<file path="src/rtl/iob_sipo_deser_pkg.sv">
// Shared types and helpers for the serial-in / parallel-out deserializer.
package iob_sipo_deser_pkg;

    // Output holding register occupancy.
    typedef enum logic {
        ST_EMPTY = 1'b0,
        ST_FULL  = 1'b1
    } holder_state_t;

    // Beat counter width: enough bits to count 0..n-1, never less than one bit.
    function automatic int cnt_width(input int n);
        return (n > 1) ? $clog2(n) : 1;
    endfunction

endpackage

</file>
<file path="src/rtl/iob_reg.sv">
// Generic register with async reset, clock enable, sync clear and load enable.
module iob_reg #(
    parameter int                DATA_W  = 1,
    parameter logic [DATA_W-1:0] RST_VAL = '0
) (
    input  logic              clk_i,
    input  logic              arst_i,
    input  logic              cke_i,
    input  logic              rst_i,
    input  logic              en_i,
    input  logic [DATA_W-1:0] data_i,
    output logic [DATA_W-1:0] data_o
);

    logic [DATA_W-1:0] r_data;

    // Async reset wins; otherwise sync clear beats load, all gated by cke.
    always_ff @(posedge clk_i or posedge arst_i) begin
        if (arst_i) begin
            r_data <= RST_VAL;
        end else if (cke_i) begin
            if (rst_i) begin
                r_data <= RST_VAL;
            end else if (en_i) begin
                r_data <= data_i;
            end
        end
    end

    assign data_o = r_data;

endmodule

</file>
<file path="src/rtl/iob_sipo_deser.sv">
// Serial-in / parallel-out deserializer: collects N beats of LANE_W bits into
// one DATA_W word and hands it out through a one-entry holding register.
module iob_sipo_deser
    import iob_sipo_deser_pkg::*;
#(
    parameter  int DATA_W    = 32,
    parameter  int LANE_W    = 1,
    parameter  bit MSB_FIRST = 1'b1,
    localparam int N         = DATA_W / LANE_W,
    localparam int CNT_W     = cnt_width(N)
) (
    input  logic              clk_i,
    input  logic              cke_i,
    input  logic              arst_i,
    input  logic              rst_i,
    input  logic              s_valid_i,
    input  logic [LANE_W-1:0] s_data_i,
    output logic              s_ready_o,
    output logic              p_valid_o,
    output logic [DATA_W-1:0] p_data_o,
    input  logic              p_ready_i,
    output logic [CNT_W-1:0]  cnt_o
);

    localparam logic [CNT_W-1:0] LAST_CNT = CNT_W'(N - 1);

    logic [DATA_W-1:0] w_acc;
    logic [DATA_W-1:0] w_acc_nxt;
    logic [DATA_W-1:0] w_hold;
    logic [CNT_W-1:0]  w_cnt;
    logic [CNT_W-1:0]  w_cnt_nxt;
    logic              w_at_last;
    logic              w_full;
    logic              w_beat;
    logic              w_last;

    holder_state_t     r_state;

    assign w_at_last = (w_cnt == LAST_CNT);
    assign w_full    = (r_state == ST_FULL);

    // Only the frame-closing beat can stall, and only when the finished word
    // would have nowhere to go; earlier beats never wait on the consumer.
    assign s_ready_o = cke_i & ~(w_at_last & w_full & ~p_ready_i);
    assign w_beat    = s_valid_i & s_ready_o;
    assign w_last    = w_beat & w_at_last;

    // Next accumulator value: shift the new lane in from the chosen end.
    generate
        if (N == 1) begin : g_single
            assign w_acc_nxt = s_data_i;
        end else if (MSB_FIRST) begin : g_msb
            assign w_acc_nxt = {w_acc[DATA_W-LANE_W-1:0], s_data_i};
        end else begin : g_lsb
            assign w_acc_nxt = {s_data_i, w_acc[DATA_W-1:LANE_W]};
        end
    endgenerate

    assign w_cnt_nxt = w_at_last ? '0 : (w_cnt + CNT_W'(1));

    iob_reg #(.DATA_W(DATA_W), .RST_VAL('0)) u_acc (
        .clk_i  (clk_i),
        .arst_i (arst_i),
        .cke_i  (cke_i),
        .rst_i  (rst_i),
        .en_i   (w_beat),
        .data_i (w_acc_nxt),
        .data_o (w_acc)
    );

    iob_reg #(.DATA_W(CNT_W), .RST_VAL('0)) u_cnt (
        .clk_i  (clk_i),
        .arst_i (arst_i),
        .cke_i  (cke_i),
        .rst_i  (rst_i),
        .en_i   (w_beat),
        .data_i (w_cnt_nxt),
        .data_o (w_cnt)
    );

    // The holder loads the word straight from the shift path so the finished
    // frame is visible one edge after its last beat.
    iob_reg #(.DATA_W(DATA_W), .RST_VAL('0)) u_hold (
        .clk_i  (clk_i),
        .arst_i (arst_i),
        .cke_i  (cke_i),
        .rst_i  (rst_i),
        .en_i   (w_last),
        .data_i (w_acc_nxt),
        .data_o (w_hold)
    );

    // Holder occupancy: a completing frame always leaves it FULL, a drain
    // with no new word empties it.
    always_ff @(posedge clk_i or posedge arst_i) begin
        if (arst_i) begin
            r_state <= ST_EMPTY;
        end else if (cke_i) begin
            if (rst_i) begin
                r_state <= ST_EMPTY;
            end else begin
                case (r_state)
                    ST_EMPTY: if (w_last) r_state <= ST_FULL;
                    ST_FULL:  if (!w_last && p_ready_i) r_state <= ST_EMPTY;
                    default:  r_state <= ST_EMPTY;
                endcase
            end
        end
    end

    assign p_valid_o = w_full;
    assign p_data_o  = w_hold;
    assign cnt_o     = w_cnt;

endmodule

</file>
<file path="config.mk">
export PLATFORM = sky130hd
export DESIGN_NAME = iob_sipo_deser
export DESIGN_NICKNAME = d
export VERILOG_FILES = /design/src/rtl/iob_sipo_deser_pkg.sv /design/src/rtl/iob_reg.sv /design/src/rtl/iob_sipo_deser.sv
export SDC_FILE = /design/constraint.sdc
export NUM_CORES = 1
export LEC_CHECK = 0
export ABC_AREA = 1
export ABC_CLOCK_PERIOD_IN_PS = 4180
export BUFFER_PORTS_ARGS = -buffer_cell sky130_fd_sc_hd__buf_2
export CAP_MARGIN = 0
export CORE_ASPECT_RATIO = 2
export CORE_MARGIN = 5
export CORE_UTILIZATION = 50
export CTS_BUF_LIST = sky130_fd_sc_hd__clkbuf_4
export DETAILED_ROUTE_END_ITERATION = 6
export PLACE_DENSITY_LB_ADDON = 0.08
export RECOVER_POWER = 100
export SYNTH_ARGS = -nofsm -noshare
export SYNTH_HDL_FRONTEND = slang
export SYNTH_SLANG_ARGS = --single-unit
</file>
<file path="constraint.sdc">
create_clock -name clk_i -period 4.18 [get_ports clk_i]
set_input_delay 1.254 -clock clk_i [delete_from_list [all_inputs] [get_ports clk_i]]
set_output_delay 1.254 -clock clk_i [all_outputs]
set_load 0.05 [all_outputs]
</file>
Word level (Yosys, flattened, before mapping)
Index checks and enable logic that the tools add are counted.
{"block": "word_totals", "reg_bits": 69, "latchBits": 0, "mem_bits_rw": 0, "rom_bits": 0, "input_bits": 7, "out_inout_bits": 39, "elab_cells": 31, "mem_count": 0}
{"block": "op_classes", "addsub": 1, "n_mul": 0, "n_div": 0, "n_lt_le_gt_ge": 0, "n_eq_ne": 1, "shift": 0, "mux": 11, "bitwise_logic": 8, "n_reduce_logical": 6}
{"op": "$mux W32", "n": 2}
{"op": "$mux W31", "n": 2}
{"op": "$mux W5", "n": 3}
{"op": "$add A5 B1 Y5 const B", "n": 1}
{"op": "$and A1 B1 Y1", "n": 5}
{"op": "$eq A5 B5 Y1 const B", "n": 1}
{"op": "$reduce_and A2 Y1", "n": 2}
{"op": "$reduce_bool A2 Y1", "n": 2}
{"op": "$mux W1", "n": 3}
{"op": "$not A1 Y1", "n": 3}
{"op": "$pmux W1 S2", "n": 1}
{"op": "$logic_and A1 B1 Y1", "n": 1}
{"op": "$logic_not A1 Y1", "n": 1}

Depth between registers and ports, before layout
{"block": "logic_depth", "ltp_word": 12, "depth_mapped": 11, "depth_no_buf": 10}

Modules after synthesis
Synthesis repeated with hierarchy kept, for this count alone.
{"block": "hier_totals", "cells_unflattened": 340, "hier_area_um2": 3086.7}
{"mod": "iob_reg at u_acc ...", "n_inst": 2, "cells_each": 145, "area_each_um2": 1360.1, "seq_area_each_um2": 800.8}
{"mod": "iob_reg at u_cnt", "n_inst": 1, "cells_each": 23, "area_each_um2": 210.2, "seq_area_each_um2": 125.1}
{"mod": "iob_sipo_deser", "n_inst": 1, "cells_each": 27, "area_each_um2": 156.4, "seq_area_each_um2": 25.0}

Worst setup path before layout
Ideal clock, no wire load.
{"block": "synth_timing", "path_type": "in2out", "startpoint": "input port p_ready_i", "endpoint": "output port s_ready_o", "arrival_time_ps": 1828, "t_required_ps": 2926, "slack_ps": 1098, "cell_stages": 3, "path_buffers": 0, "path_cell_list": "inv_1 nand3_1 and2_1"}
{"block": "synth_via", "elab_chain_len": 4}
{"item": "from (decl)", "line": "iob_sipo_deser.sv:21", "text": "input logic p_ready_i,"}
{"item": "$not A1 Y1", "line": "iob_sipo_deser.sv:44", "text": "assign s_ready_o = cke_i & ~(w_at_last & w_full & ~p_ready_i);"}
{"item": "$and A1 B1 Y1", "line": "iob_sipo_deser.sv:44"}
{"item": "$not A1 Y1", "line": "iob_sipo_deser.sv:44"}
{"item": "$and A1 B1 Y1", "line": "iob_sipo_deser.sv:44"}
{"item": "to (decl)", "line": "iob_sipo_deser.sv:18", "text": "output logic s_ready_o,"}
Every way passes these cells.

Worst setup path after layout
{"block": "layout_timing", "startpoint": "register u_cnt.r_data[0], in the netlist u_cnt.data_o[0]", "endpoint": "output port s_ready_o"}
{"block": "layout_via", "elab_chain_len": 5}
{"item": "from (decl)", "line": "iob_reg.sv:15", "text": "logic [DATA_W-1:0] r_data;"}
{"item": "from (signal assigned)", "line": "iob_reg.sv:25", "text": "r_data <= data_i;"}
{"item": "$eq A5 B5 Y1", "line": "iob_sipo_deser.sv:39", "text": "assign w_at_last = (w_cnt == LAST_CNT);"}
{"item": "$and A1 B1 Y1 (2 in a row)", "line": "iob_sipo_deser.sv:44"}
{"item": "$not A1 Y1", "line": "iob_sipo_deser.sv:44"}
{"item": "$and A1 B1 Y1", "line": "iob_sipo_deser.sv:44"}
Every way passes these cells.

==> results.toml <==
[cells_and_area]
syn_to_final_growth_pct = 8.90
fillCellCount = 595
fin_nets = 406
design_area_sq_um = 3240
insertedDiodeCount = 0
layout-drive-gt1-share = 0.0647

[yosys]
synth_warnings = 0
ys_ff_latch = 69
syn_area_sq_um = 2980
synth_fa_ha_area_frac = 0.00840
synthCells = 354
synth_top_family_by_area = "simple AND/OR/NAND/NOR gates"
synthMuxAreaShare = 0
synthTopCellsByArea = "dfrtp_1 (58%), nand2_1 (14%), nand3_1 (6.2%)"
ys_seq_area_frac = 0.580
synth-simple-area-share = 0.268
synth-xor-area-share = 0
ys_types = 19
synth_compound_area_frac = 0.0563
postSynthAreaPerCell_sq_um = 8.42
synth_largest_area_cell = "dfrtp_1"
yosysTopAreaCellShare = 0.580
syn_nets = 363

[global_routing]
grt_max_degree = 36
first_global_vias = 2403
grt_pass1_wl_mm = 10.7
overflow = 0
grt_usage = 0.178
antenna_found_initial = 0

[sta]
tightest_slew_ns = 1.47
fin_crit_sh = 0.831
setup_ws_ns = 0.706
setup-violations-final = 0
min_period_ns = 3.47
rsz0062_at_grt = "false"
fin_skew_ns = 0.0135
max_freq_ghz = 0.288
slew_viol_final = 0
tns_ns = 0
hold_violations = 0
slew-limit-headroom = 0.0216

[hold_path]
hold_path_class = "register to register"
hold_depth = 2
worstHoldStart = "u_hold.data_o[21]"

[clock_network]
htreeDepth = 3
cts_tree = "yes"
clock_latency_ns = 0.42
postCtsSetupBuffers = 0
clk_pin_slew_worst_paths_ns = 0.11
clockBufferDepth = 2
post_cts_resized = 0
root_buffer = "clkbuf_4"
hold_buffers = 0
clock_sinks = 69
cts_buffers = 9

[critical_path]
crit_path_max_fanout = 6
startpoint_type = "register"
cp_common_cell = "ha_1"
required_ns = 2.93
cpMaxStageDelayCell = "clkbuf_1"
r2r_slack_ns = 0.94
path_class = "register to output port"
crit_chain = "ha_1 -> nand2_1 -> nor2_1 -> ha_1 -> nand3_1 -> and2_1 -> clkbuf_1"
worstRegToRegCells = 9
reg2reg_from = "u_cnt.data_o[0]"
crit_path_end_kind = "output port"
max_stage_delay_ns = 0.48
startpoint = "u_cnt.data_o[0]"
crit_arrival_ns = 2.22

[placement]
port-buffer-count = 45
dp_hpwl_mm = 3.99
dpl_cell_area_sq_um = 3210
gp_congestion = 0.780
pre_cts_slack_ns = 1.00

[floorplan]
initial_core_util = 0.517
fp.dieH_um = 119
core_area_sq_um = 5760
rows = 39
die-width_um = 64.6
ios = 46
die_area_sq_um = 7700

[detailed_routing]
via_count = 2358
drtAntennaViolNets = 0
drt_pass1_iterations = 4
route.detailed.drc = 0
totalWireLength_mm = 6.01
vias_per_cell = 5.09
wl_per_cell_um = 13.0
drt-initial-drc-count = 161

[outcome]
status = "finished, final reports clean"

[power]
leakage_nw = 1.66
p_per_area_nw_per_um2 = 344
vdd_drop_max_v = 0.000215

[run]
maxCapViolations = 0
## registers in the layout, summed over array words and instances (netlist names)
name	cells
p_valid_o	1
u_hold.data_o	32
u_acc.data_o	31
u_cnt.data_o	5
## metal layers
layer	up-vias	track usage	share of wire
met2	44	0.292	0.50
met1	1115	0.212	0.43
met5	-	0	0
met4	0	0.0901	0.023
met3	10	0.0471	0.042
li1	1189	-	-
## synth_stat cells
master      n
o21ai_0    12
clkbuf_1    7
and2_1      1
buf_4       1
nor2_1     37
ha_1        2
o21ai_1    20
nand2_2     1
or2_2       1
nand2_1   114
buf_6       5
nand4_1     1
inv_1      36
o21bai_1    1
dfrtp_1    69
buf_2       7
nand3_2     1
nand3_1    37
nand4_2     1
## where the power goes
group / internal [mW] / switching (mW) / leakage [nW] / total [mW]
Sequential: 0.674 / 0.00615 / 0.961 / 0.681
Combinational: 0.0149 / 0.0735 / 0.641 / 0.0884
Clock: 0.122 / 0.226 / 0.0610 / 0.348
## cells in the final DEF (no fill, tap or decap)
master      synthesis  final
o21bai_1            1      1
o21ai_0            12     31
dfrtp_1            69     69
inv_1              36     36
nor2_1             37     37
clkbuf_1            7     43
o21ai_1            20      1
nand4_1             1      1
nand2_2             1      1
nand2_1           114    114
nand4_2             1      1
clkbuf_4            0     10
buf_2               7      6
or2_2               1      1
clkinv_1            0      2
clkinv_2            0      3
ha_1                2      2
nand3_1            37     38
buf_4               1      3
and2_1              1      1
clkinvlp_4          0      1
## metrics by stage
stage,util,std cells,hold WS [ns],total power [mW]
after CTS,0.576,463,0.515,1.14
final,0.563,463,0.512,1.12
after global placement,0.558,447,0.484,0.789
after detailed placement,0.558,447,0.488,0.789
after global routing,0.563,463,0.533,1.18
after floorplan,-,354,0.486,0.769
## cell families after synthesis
group | count (synthesis)
AND/OR/NAND/NOR | 194
buffers and inverters | 56
flip-flops | 69
AO/OA/AOI/OAI | 33
adder cells (fa/ha/maj) | 2
## area by class of cell
cell class                 count  area [sq um]  area share
clock inverter                 6          30.0     0.00926
inverter                      36           135      0.0417
multi-input combinational    229           987       0.304
sequential                    69          1730       0.532
clock buffer                  10          75.1      0.0231
tap                           61          76.3      0.0235
timing repair buffer          52           214      0.0659
## critical path, delay by kind of cell (launching register included)
| kind | cells | cell delay (ns) |
|---|---|---|
| buf+inv | 1 | 0.48 |
| simple gates | 4 | 0.43 |
| fa+ha+maj | 2 | 0.45 |
| flops | 1 | 0.44 |
## final timing paths
check,to
max,s_ready_o
min,u_hold.data_o[21]
max reg2reg,u_acc.data_o[4]
min reg2reg,u_hold.data_o[21]
max in group asynchronous,u_hold.data_o[18]
min in group asynchronous,u_hold.data_o[24]
Note: power is estimated with default switching activity, not from simulation.
